### config.mk
export PLATFORM = sky130hd
export DESIGN_NAME = dmem_port_scheduler_flat
export DESIGN_NICKNAME = d
export VERILOG_FILES = /design/src/rtl/dmem_port_scheduler_pkg.sv /design/src/rtl/dmem_port_scheduler_if.sv /design/src/rtl/dmem_port_scheduler.sv /design/src/flat_wrapper.sv
export SDC_FILE = /design/constraint.sdc
export NUM_CORES = 1
export LEC_CHECK = 0
export ABC_AREA = 1
export CELL_PAD_IN_SITES_DETAIL_PLACEMENT = 1
export CELL_PAD_IN_SITES_GLOBAL_PLACEMENT = 2
export CORE_MARGIN = 4
export CORE_UTILIZATION = 10
export CTS_BUF_LIST = sky130_fd_sc_hd__clkbuf_2
export DETAILED_ROUTE_END_ITERATION = 8
export PLACE_DENSITY_LB_ADDON = 0.1
export SETUP_SLACK_MARGIN = 0.05
export SKIP_LAST_GASP = 1
export SLEW_MARGIN = 10
export SYNTH_ARGS = -nofsm -noshare
export SYNTH_HDL_FRONTEND = slang
export SYNTH_SLANG_ARGS = --single-unit
### constraint.sdc
create_clock -name clk -period 3.5 [get_ports clk]
set_clock_uncertainty 0.1 [all_clocks]
set_input_delay 0.7 -clock clk [delete_from_list [all_inputs] [get_ports clk]]
set_output_delay 0.7 -clock clk [all_outputs]
set_load 0.005 [all_outputs]
### src/rtl/dmem_port_scheduler_pkg.sv
// Shared types and constants for the data-cache port scheduler.
// Optional starvation guard is enabled by defining DMEM_PORT_STARVE_GUARD_EN.
package dmem_sched_pkg;

    localparam logic [1:0] ST_IDLE             = 2'd0;
    localparam logic [1:0] ST_WAIT_LOAD        = 2'd1;
    localparam logic [1:0] ST_WAIT_LOAD_KILLED = 2'd2;
    localparam logic [1:0] ST_WAIT_STORE       = 2'd3;

    typedef enum logic [1:0] {
        IDLE             = ST_IDLE,
        WAIT_LOAD        = ST_WAIT_LOAD,
        WAIT_LOAD_KILLED = ST_WAIT_LOAD_KILLED,
        WAIT_STORE       = ST_WAIT_STORE
    } dmem_sched_state_t;

    localparam logic [31:0] DMEM_ALIGN_MASK = 32'hfffffffc;

    function automatic logic [31:0] word_align(input logic [31:0] addr);
        return addr & DMEM_ALIGN_MASK;
    endfunction

endpackage

### src/rtl/dmem_port_scheduler_if.sv
// Bundle of load RS, store buffer, response and data-cache signals around the scheduler.
// The scheduler uses the slave modport; the surrounding pipeline/cache uses master.
interface dmem_port_scheduler_if #(
    parameter int TAG_W = 5
) ();

    logic             flush;

    logic             load_req;
    logic [31:0]      load_addr;
    logic [3:0]       load_rmask;
    logic [TAG_W-1:0] load_tag;
    logic             load_grant;

    logic             store_req;
    logic [31:0]      store_addr;
    logic [3:0]       store_wmask;
    logic [31:0]      store_wdata;
    logic             store_grant;
    logic             store_done;

    logic             load_resp_valid;
    logic [31:0]      load_resp_rdata;
    logic [TAG_W-1:0] load_resp_tag;

    logic [31:0]      dmem_addr;
    logic [3:0]       dmem_rmask;
    logic [3:0]       dmem_wmask;
    logic [31:0]      dmem_wdata;
    logic [31:0]      dmem_rdata;
    logic             dmem_resp;

    modport slave (
        input  flush,
        input  load_req, load_addr, load_rmask, load_tag,
        output load_grant,
        input  store_req, store_addr, store_wmask, store_wdata,
        output store_grant, store_done,
        output load_resp_valid, load_resp_rdata, load_resp_tag,
        output dmem_addr, dmem_rmask, dmem_wmask, dmem_wdata,
        input  dmem_rdata, dmem_resp
    );

    modport master (
        output flush,
        output load_req, load_addr, load_rmask, load_tag,
        input  load_grant,
        output store_req, store_addr, store_wmask, store_wdata,
        input  store_grant, store_done,
        input  load_resp_valid, load_resp_rdata, load_resp_tag,
        input  dmem_addr, dmem_rmask, dmem_wmask, dmem_wdata,
        output dmem_rdata, dmem_resp
    );

endinterface

### src/rtl/dmem_port_scheduler.sv
// Owner of the single data-cache port: arbitrates load RS vs store buffer, one request in flight.
// Define DMEM_PORT_STARVE_GUARD_EN to bound how many store grants a waiting load tolerates.
module dmem_port_scheduler
    import dmem_sched_pkg::*;
#(
    parameter int TAG_W        = 5,
    parameter int STARVE_LIMIT = 4
) (
    input  logic                  clk,
    input  logic                  rst,
    dmem_port_scheduler_if.slave  bus
);

    if (STARVE_LIMIT < 1 || STARVE_LIMIT > 15) begin : g_bad_limit
        $error("dmem_port_scheduler: STARVE_LIMIT must be in 1..15");
    end

    dmem_sched_state_t r_state;
    dmem_sched_state_t w_next_state;
    logic [TAG_W-1:0]  r_tag;
    logic              w_sel_load;
    logic              w_sel_store;
    logic              w_load_eligible;
    logic              w_starve_full;

`ifdef DMEM_PORT_STARVE_GUARD_EN
    localparam int CNT_W = $clog2(STARVE_LIMIT + 1);
    logic [CNT_W-1:0] r_starve;
`endif

    always_comb begin
        w_next_state        = r_state;
        w_sel_load          = 1'b0;
        w_sel_store         = 1'b0;
        w_load_eligible     = bus.load_req && !bus.flush;
`ifdef DMEM_PORT_STARVE_GUARD_EN
        w_starve_full       = (r_starve == CNT_W'(STARVE_LIMIT));
`else
        w_starve_full       = 1'b0;
`endif
        bus.load_grant      = 1'b0;
        bus.store_grant     = 1'b0;
        bus.store_done      = 1'b0;
        bus.load_resp_valid = 1'b0;
        bus.load_resp_rdata = '0;
        bus.load_resp_tag   = '0;
        bus.dmem_addr       = '0;
        bus.dmem_rmask      = '0;
        bus.dmem_wmask      = '0;
        bus.dmem_wdata      = '0;

        // Outputs are held quiet while reset is asserted, even mid-cycle.
        if (!rst) begin
            case (r_state)
                IDLE: begin
                    if (w_load_eligible && w_starve_full) begin
                        w_sel_load = 1'b1;
                    end else if (bus.store_req) begin
                        w_sel_store = 1'b1;
                    end else if (w_load_eligible) begin
                        w_sel_load = 1'b1;
                    end

                    if (w_sel_store) begin
                        bus.store_grant = 1'b1;
                        bus.dmem_addr   = word_align(bus.store_addr);
                        bus.dmem_wmask  = bus.store_wmask;
                        bus.dmem_wdata  = bus.store_wdata;
                        w_next_state    = WAIT_STORE;
                    end else if (w_sel_load) begin
                        bus.load_grant  = 1'b1;
                        bus.dmem_addr   = word_align(bus.load_addr);
                        bus.dmem_rmask  = bus.load_rmask;
                        w_next_state    = WAIT_LOAD;
                    end
                end
                WAIT_STORE: begin
                    if (bus.dmem_resp) begin
                        bus.store_done = 1'b1;
                        w_next_state   = IDLE;
                    end
                end
                WAIT_LOAD: begin
                    if (bus.dmem_resp) begin
                        if (!bus.flush) begin
                            bus.load_resp_valid = 1'b1;
                            bus.load_resp_rdata = bus.dmem_rdata;
                            bus.load_resp_tag   = r_tag;
                        end
                        w_next_state = IDLE;
                    end else if (bus.flush) begin
                        w_next_state = WAIT_LOAD_KILLED;
                    end
                end
                WAIT_LOAD_KILLED: begin
                    if (bus.dmem_resp) begin
                        w_next_state = IDLE;
                    end
                end
                default: w_next_state = IDLE;
            endcase
        end
    end

    always_ff @(posedge clk or posedge rst) begin
        if (rst) begin
            r_state  <= IDLE;
            r_tag    <= '0;
`ifdef DMEM_PORT_STARVE_GUARD_EN
            r_starve <= '0;
`endif
        end else begin
            r_state <= w_next_state;
            if (w_sel_load) begin
                r_tag <= bus.load_tag;
            end
`ifdef DMEM_PORT_STARVE_GUARD_EN
            // Saturating count of store grants issued past a waiting load.
            if (r_state == IDLE) begin
                if (w_sel_load || !bus.load_req) begin
                    r_starve <= '0;
                end else if (w_sel_store && !w_starve_full) begin
                    r_starve <= r_starve + 1'b1;
                end
            end
`endif
        end
    end

endmodule

### src/flat_wrapper.sv
// flat-port wrapper written by rule: the top's interface ports become plain ports
module dmem_port_scheduler_flat import dmem_sched_pkg::*;
#(
    parameter int TAG_W        = 5,
    parameter int STARVE_LIMIT = 4
)
  (clk, rst, bus_flush, bus_load_req, bus_load_addr, bus_load_rmask, bus_load_tag, bus_load_grant, bus_store_req, bus_store_addr, bus_store_wmask, bus_store_wdata, bus_store_grant, bus_store_done, bus_load_resp_valid, bus_load_resp_rdata, bus_load_resp_tag, bus_dmem_addr, bus_dmem_rmask, bus_dmem_wmask, bus_dmem_wdata, bus_dmem_rdata, bus_dmem_resp);
  dmem_port_scheduler_if #(.TAG_W(TAG_W)) bus_i ();
  input  logic clk;
  input  logic rst;
  input wire logic [$bits(bus_i.flush)-1:0] bus_flush;
  input wire logic [$bits(bus_i.load_req)-1:0] bus_load_req;
  input wire logic [$bits(bus_i.load_addr)-1:0] bus_load_addr;
  input wire logic [$bits(bus_i.load_rmask)-1:0] bus_load_rmask;
  input wire logic [$bits(bus_i.load_tag)-1:0] bus_load_tag;
  output wire logic [$bits(bus_i.load_grant)-1:0] bus_load_grant;
  input wire logic [$bits(bus_i.store_req)-1:0] bus_store_req;
  input wire logic [$bits(bus_i.store_addr)-1:0] bus_store_addr;
  input wire logic [$bits(bus_i.store_wmask)-1:0] bus_store_wmask;
  input wire logic [$bits(bus_i.store_wdata)-1:0] bus_store_wdata;
  output wire logic [$bits(bus_i.store_grant)-1:0] bus_store_grant;
  output wire logic [$bits(bus_i.store_done)-1:0] bus_store_done;
  output wire logic [$bits(bus_i.load_resp_valid)-1:0] bus_load_resp_valid;
  output wire logic [$bits(bus_i.load_resp_rdata)-1:0] bus_load_resp_rdata;
  output wire logic [$bits(bus_i.load_resp_tag)-1:0] bus_load_resp_tag;
  output wire logic [$bits(bus_i.dmem_addr)-1:0] bus_dmem_addr;
  output wire logic [$bits(bus_i.dmem_rmask)-1:0] bus_dmem_rmask;
  output wire logic [$bits(bus_i.dmem_wmask)-1:0] bus_dmem_wmask;
  output wire logic [$bits(bus_i.dmem_wdata)-1:0] bus_dmem_wdata;
  input wire logic [$bits(bus_i.dmem_rdata)-1:0] bus_dmem_rdata;
  input wire logic [$bits(bus_i.dmem_resp)-1:0] bus_dmem_resp;
  assign bus_i.flush = bus_flush;
  assign bus_i.load_req = bus_load_req;
  assign bus_i.load_addr = bus_load_addr;
  assign bus_i.load_rmask = bus_load_rmask;
  assign bus_i.load_tag = bus_load_tag;
  assign bus_load_grant = bus_i.load_grant;
  assign bus_i.store_req = bus_store_req;
  assign bus_i.store_addr = bus_store_addr;
  assign bus_i.store_wmask = bus_store_wmask;
  assign bus_i.store_wdata = bus_store_wdata;
  assign bus_store_grant = bus_i.store_grant;
  assign bus_store_done = bus_i.store_done;
  assign bus_load_resp_valid = bus_i.load_resp_valid;
  assign bus_load_resp_rdata = bus_i.load_resp_rdata;
  assign bus_load_resp_tag = bus_i.load_resp_tag;
  assign bus_dmem_addr = bus_i.dmem_addr;
  assign bus_dmem_rmask = bus_i.dmem_rmask;
  assign bus_dmem_wmask = bus_i.dmem_wmask;
  assign bus_dmem_wdata = bus_i.dmem_wdata;
  assign bus_i.dmem_rdata = bus_dmem_rdata;
  assign bus_i.dmem_resp = bus_dmem_resp;
  dmem_port_scheduler #(.TAG_W(TAG_W), .STARVE_LIMIT(STARVE_LIMIT)) u_core (.clk(clk), .rst(rst), .bus(bus_i));
endmodule
# Yosys cells after proc, flatten, opt, wreduce, memory -nomap -nowiden
# Cells that the tools add are included.
# word_totals
register_bits,7
input_bits,147
out_inout_bits,113
# classes
eq_ne,6
muxes,51
bitwise_logic,1
n_reduce_logical,5
# op_table
cell,n
2-to-1 mux 32 bit,11
2-to-1 mux 4 bit,7
2-to-1 mux 1 bit,23
2-to-1 mux 5 bit,4
2-to-1 mux 2 bit,5
"inequality test 3 bit, second input constant",2
case mux 2 bit (3 select lines),1
"equality test 2 bit, second input constant",2
AND reduction 4 bit,1
"equality test 2 x 1 -> 1 bit, second input constant",1
logical NOT 2 bit,1
"inequality test 2 x 1 -> 1 bit, second input constant",1
OR reduction 2 bit,1
logical AND 1 bit,1
logical NOT 1 bit,1
NOT 1 bit,1

# Logic depth before layout (Yosys ltp)
# logic_depth
ltp_word,10
ltp_mapped,8
ltp_nobuf,7

# Worst setup path before layout
# OpenSTA, ideal clock, no wires.
# synth_path
kind,in2out
startpoint,input port rst
endpoint,output port bus_dmem_addr[25]
t_arrival_ps,1540
t_required_ps,2700
path_slack_ps,1160
stages,8
n_path_buf,1
path_cell_list,inv_1 nand2_2 inv_2 nand2_4 inv_8 buf_8 nand2_1 nand2_1
# synth_between
elab_chain_len,1
# synth_rtl
item,line,source
"start, declared",flat_wrapper.sv:10,input logic rst;
2-to-1 mux 32 bit,dmem_port_scheduler.sv:53,if (!rst) begin
"end, declared",flat_wrapper.sv:26,output wire logic [$bits(bus_i.dmem_addr)-1:0] bus_dmem_addr;
# No other way between the ends.

# Worst setup path after layout
# layout_path
startpoint,input port bus_flush
endpoint,output port bus_dmem_addr[4]
# layout_between
elab_chain_len,10
# layout_rtl
item,line,source
"start, declared",flat_wrapper.sv:11,input wire logic [$bits(bus_i.flush)-1:0] bus_flush;
logical NOT 1 bit,-,
logical AND 1 bit,dmem_port_scheduler.sv:35,w_load_eligible = bus.load_req && !bus.flush;
2-to-1 mux 1 bit,dmem_port_scheduler.sv:60,end else if (w_load_eligible) begin
2-to-1 mux 1 bit,dmem_port_scheduler.sv:58,end else if (bus.store_req) begin
2-to-1 mux 1 bit,dmem_port_scheduler.sv:54,case (r_state)
2-to-1 mux 1 bit,dmem_port_scheduler.sv:53,
2-to-1 mux 32 bit,dmem_port_scheduler.sv:70,end else if (w_sel_load) begin
2-to-1 mux 32 bit,dmem_port_scheduler.sv:64,if (w_sel_store) begin
2-to-1 mux 32 bit,dmem_port_scheduler.sv:54,
2-to-1 mux 32 bit,dmem_port_scheduler.sv:53,
# No other way between the ends. The select of a mux whose other input is x is not followed.

==> results_dict.tcl <==
set metrics [dict create \
    crit_arrival_ns 2.46 \
    die_h_um 130.3 \
    final_area_sq_mm 0.004205 \
    cp-startpoint "bus_flush" \
    whs_ns 0.3821 \
    dpl.hpwl_mm 8.233 \
    hold_path_startpoint "u_core.r_tag[2]" \
    syn_inst 320 \
    worst-path-buf-inv 4 \
    route.detailed.vias_per_inst 3.430 \
    grt_pass1_vias 2566 \
    fin_tns_setup_ns 0 \
    max_freq_mhz 306.8 \
    dieArea_sq_mm 0.01699 \
    route.antenna.remaining_nets 0 \
    r2r_end "u_core.r_tag[3]" \
    num_rows 44 \
    total_leakage_power_nw 2.061 \
    via_count 2579 \
    rsz0062_at_grt "no" \
    cap_violations 0 \
    post-place-ws_ns 0.1645 \
    synth_cell_type_count 20 \
    hp-class "flip-flop to flip-flop" \
    period_share_pct 93.13 \
    crit_family "buffers and inverters" \
    antenna_found_initial 0 \
    place.gp.congestion 0.7018 \
    clk-insertion-delay-late_ns 0.22 \
    start_util_pct 10.26 \
    min_period_ns 3.260 \
    p_per_area_mw_per_mm2 203.6 \
    cp_max_fo 36 \
    crit_type "primary input to primary output" \
    r2r_slack_ns 2.11 \
    grt_pass1_wl_mm 13.73 \
    cts_buffers 3 \
    synth-seq-cells 7 \
    clk_path_buf_depth 2 \
    cpMostUsedCell "nand2_1" \
    max_stage_delay_ns 0.52 \
    min_to "u_core.r_tag[2]" \
    die_w_um 130.3 \
    port_buffers 253 \
    worstSetupStartpointType "primary input" \
    core_sq_mm 0.01459 \
    grt_overflow 0 \
    setup_ws_ns 0.2404 \
    cts_tree "built" \
    ctsHoldBuffers 0 \
    n_fill_cell 1826 \
    irDropWorstVdd_v 0.00008417 \
    cts.clk_slew.worst_paths_ns 0.07 \
    setup_viol 0 \
    power.total_uw 856.4 \
    ys_warn_count 0 \
    syn_area_per_cell_sq_um 4.676 \
    slew_violations 0 \
    cp.required_ns 2.70 \
    num-nets-final 716 \
    synth_area_sq_mm 0.001496 \
    placed_area_sq_mm 0.004180 \
    drt_iter0_markers 42 \
    grt_max_degree 37 \
    ys_seq_area_share_pct 11.71 \
    grtUsageTotal_pct 10.10 \
    holdPathStages 2 \
    crit_chain "clkdlybuf4s50_1 > inv_1 > nand2_1 > nor2_2 > nand2_4 > inv_8 > nand2_1 > nand2_1 > clkdlybuf4s50_1" \
    status "completed" \
    pin_count 260 \
    syn_to_final_growth_pct 181.0 \
    wl_per_cell_um 12.62 \
    r2r-start "u_core.r_state[1]" \
    ctsHtreeMaxLevel 1 \
    dr.pass1.iters 4 \
    drive_above_1_share_pct 5.282 \
    report.final.hold_viol_count 0 \
    root_buffer "clkbuf_2" \
    rr_worst_depth 7 \
    clkSinkCount 7 \
    critPathCaptureType "primary output" \
    wl_mm 9.492 \
    post-route-drc-count 0 \
    crit_slowest_cell "clkdlybuf4s50_1" \
    num_antenna_cells 0 \
]
-- repair_timing --
action                                  in CTS  in global routing
gates resized for setup                      0                  3
setup buffers                                0                  0
endpoints found under the setup margin       0                 31
-- worst register-to-register path: cells and delay by family (launching register included) --
family | cells | cell delay, ns
buf+inv | 2 | 0.26
flops | 1 | 0.45
simple gates | 5 | 0.53
-- through the flow --
stage | util, % | std cells
2_1_floorplan | - | 321
3_3_place_gp | 28.65 | 748
3_5_place_dp | 28.65 | 748
4_1_cts | 28.79 | 752
5_1_grt | 28.83 | 752
6_report | 28.83 | 752
-- cell usage in the layout, fill, tap and decap left out --
| master | count |
|---|---|
| clkdlybuf4s50_1 | 253 |
| nand2_1 | 110 |
| inv_1 | 83 |
| nor2_1 | 75 |
| nand2_2 | 8 |
| nor2_2 | 7 |
| dfrtp_1 | 7 |
| nand3_1 | 4 |
| clkbuf_2 | 4 |
| buf_4 | 4 |
| inv_2 | 2 |
| nand4_1 | 2 |
| conb_1 | 2 |
| nand2_4 | 1 |
| inv_8 | 1 |
| o21ai_0 | 1 |
| nor2_4 | 1 |
| inv_4 | 1 |
| nor3_1 | 1 |
| buf_12 | 1 |
-- sequential cells by signal (all words and copies together) (netlist names) --
signal	cells
u_core.r_tag	5
u_core.r_state	2
-- synthesized netlist by cell type --
| cell | instances | area (sq um) |
|---|---|---|
| nor2_4 | 1 | 11.26 |
| nand2_2 | 8 | 50.05 |
| buf_2 | 4 | 20.02 |
| nor3_1 | 1 | 5.000 |
| dfrtp_1 | 7 | 175.2 |
| o21ai_0 | 1 | 5.000 |
| clkbuf_1 | 1 | 3.750 |
| nand2_4 | 1 | 11.26 |
| nor2_1 | 76 | 285.3 |
| buf_4 | 2 | 15.01 |
| nand4_1 | 2 | 12.51 |
| inv_8 | 1 | 11.26 |
| conb_1 | 1 | 3.750 |
| buf_6 | 7 | 78.83 |
| inv_1 | 83 | 311.6 |
| inv_2 | 3 | 11.26 |
| buf_8 | 1 | 15.01 |
| nand3_1 | 4 | 20.02 |
| nand2_1 | 110 | 412.9 |
| nor2_2 | 6 | 37.54 |
-- how the worst max path moves through the flow --
stage / slack, ns / depth (start not counted) / to
after floorplan: 1.16 / 8 / bus_dmem_addr[25]
after global placement: 0.17 / 7 / bus_dmem_wdata[23]
after detailed placement: 0.16 / 9 / bus_dmem_addr[11]
after CTS: 0.15 / 7 / bus_dmem_wdata[23]
after global routing: 0.07 / 9 / bus_dmem_addr[4]
final: 0.24 / 9 / bus_dmem_addr[4]
-- power by group --
| group | switching [mW] | total [mW] | leakage [nW] | internal (mW) |
|---|---|---|---|---|
| clock | 0.0270 | 0.0573 | 0.0166 | 0.0304 |
| sequential | 0.0315 | 0.148 | 0.0884 | 0.116 |
| combinational | 0.263 | 0.651 | 1.96 | 0.389 |
| total | 0.321 | 0.856 | 2.06 | 0.535 |
-- cell type report --
type	count	area, sq um	area share (%)
clock buffers	4	20.02	0.4760
inverters	87	336.6	8.004
multi-input cells	212	860.8	20.47
flip-flops and latches	7	175.2	4.165
well taps	184	230.2	5.475
repair buffers	258	2582	61.41
-- metal layers --
metal | up-vias | GRT usage, % | wire, um
li1 | 1363 | - | -
met1 | 1082 | 10.64 | 3381
met2 | 130 | 19.13 | 4869
met3 | 4 | 4.298 | 1181
met4 | 0 | 1.331 | 60
met5 | - | 0 | 0
-- cell families (layout without fill, tap and decap cells) --
group | count (synthesis) | in the layout | share of synthesized area [%]
other cells | 1 | 2 | 0.2506
simple gates | 209 | 209 | 56.52
flops | 7 | 7 | 11.71
buf+inv | 102 | 349 | 31.19
compound gates | 1 | 1 | 0.3341
No activity file was read; power rests on OpenSTA's default activity.
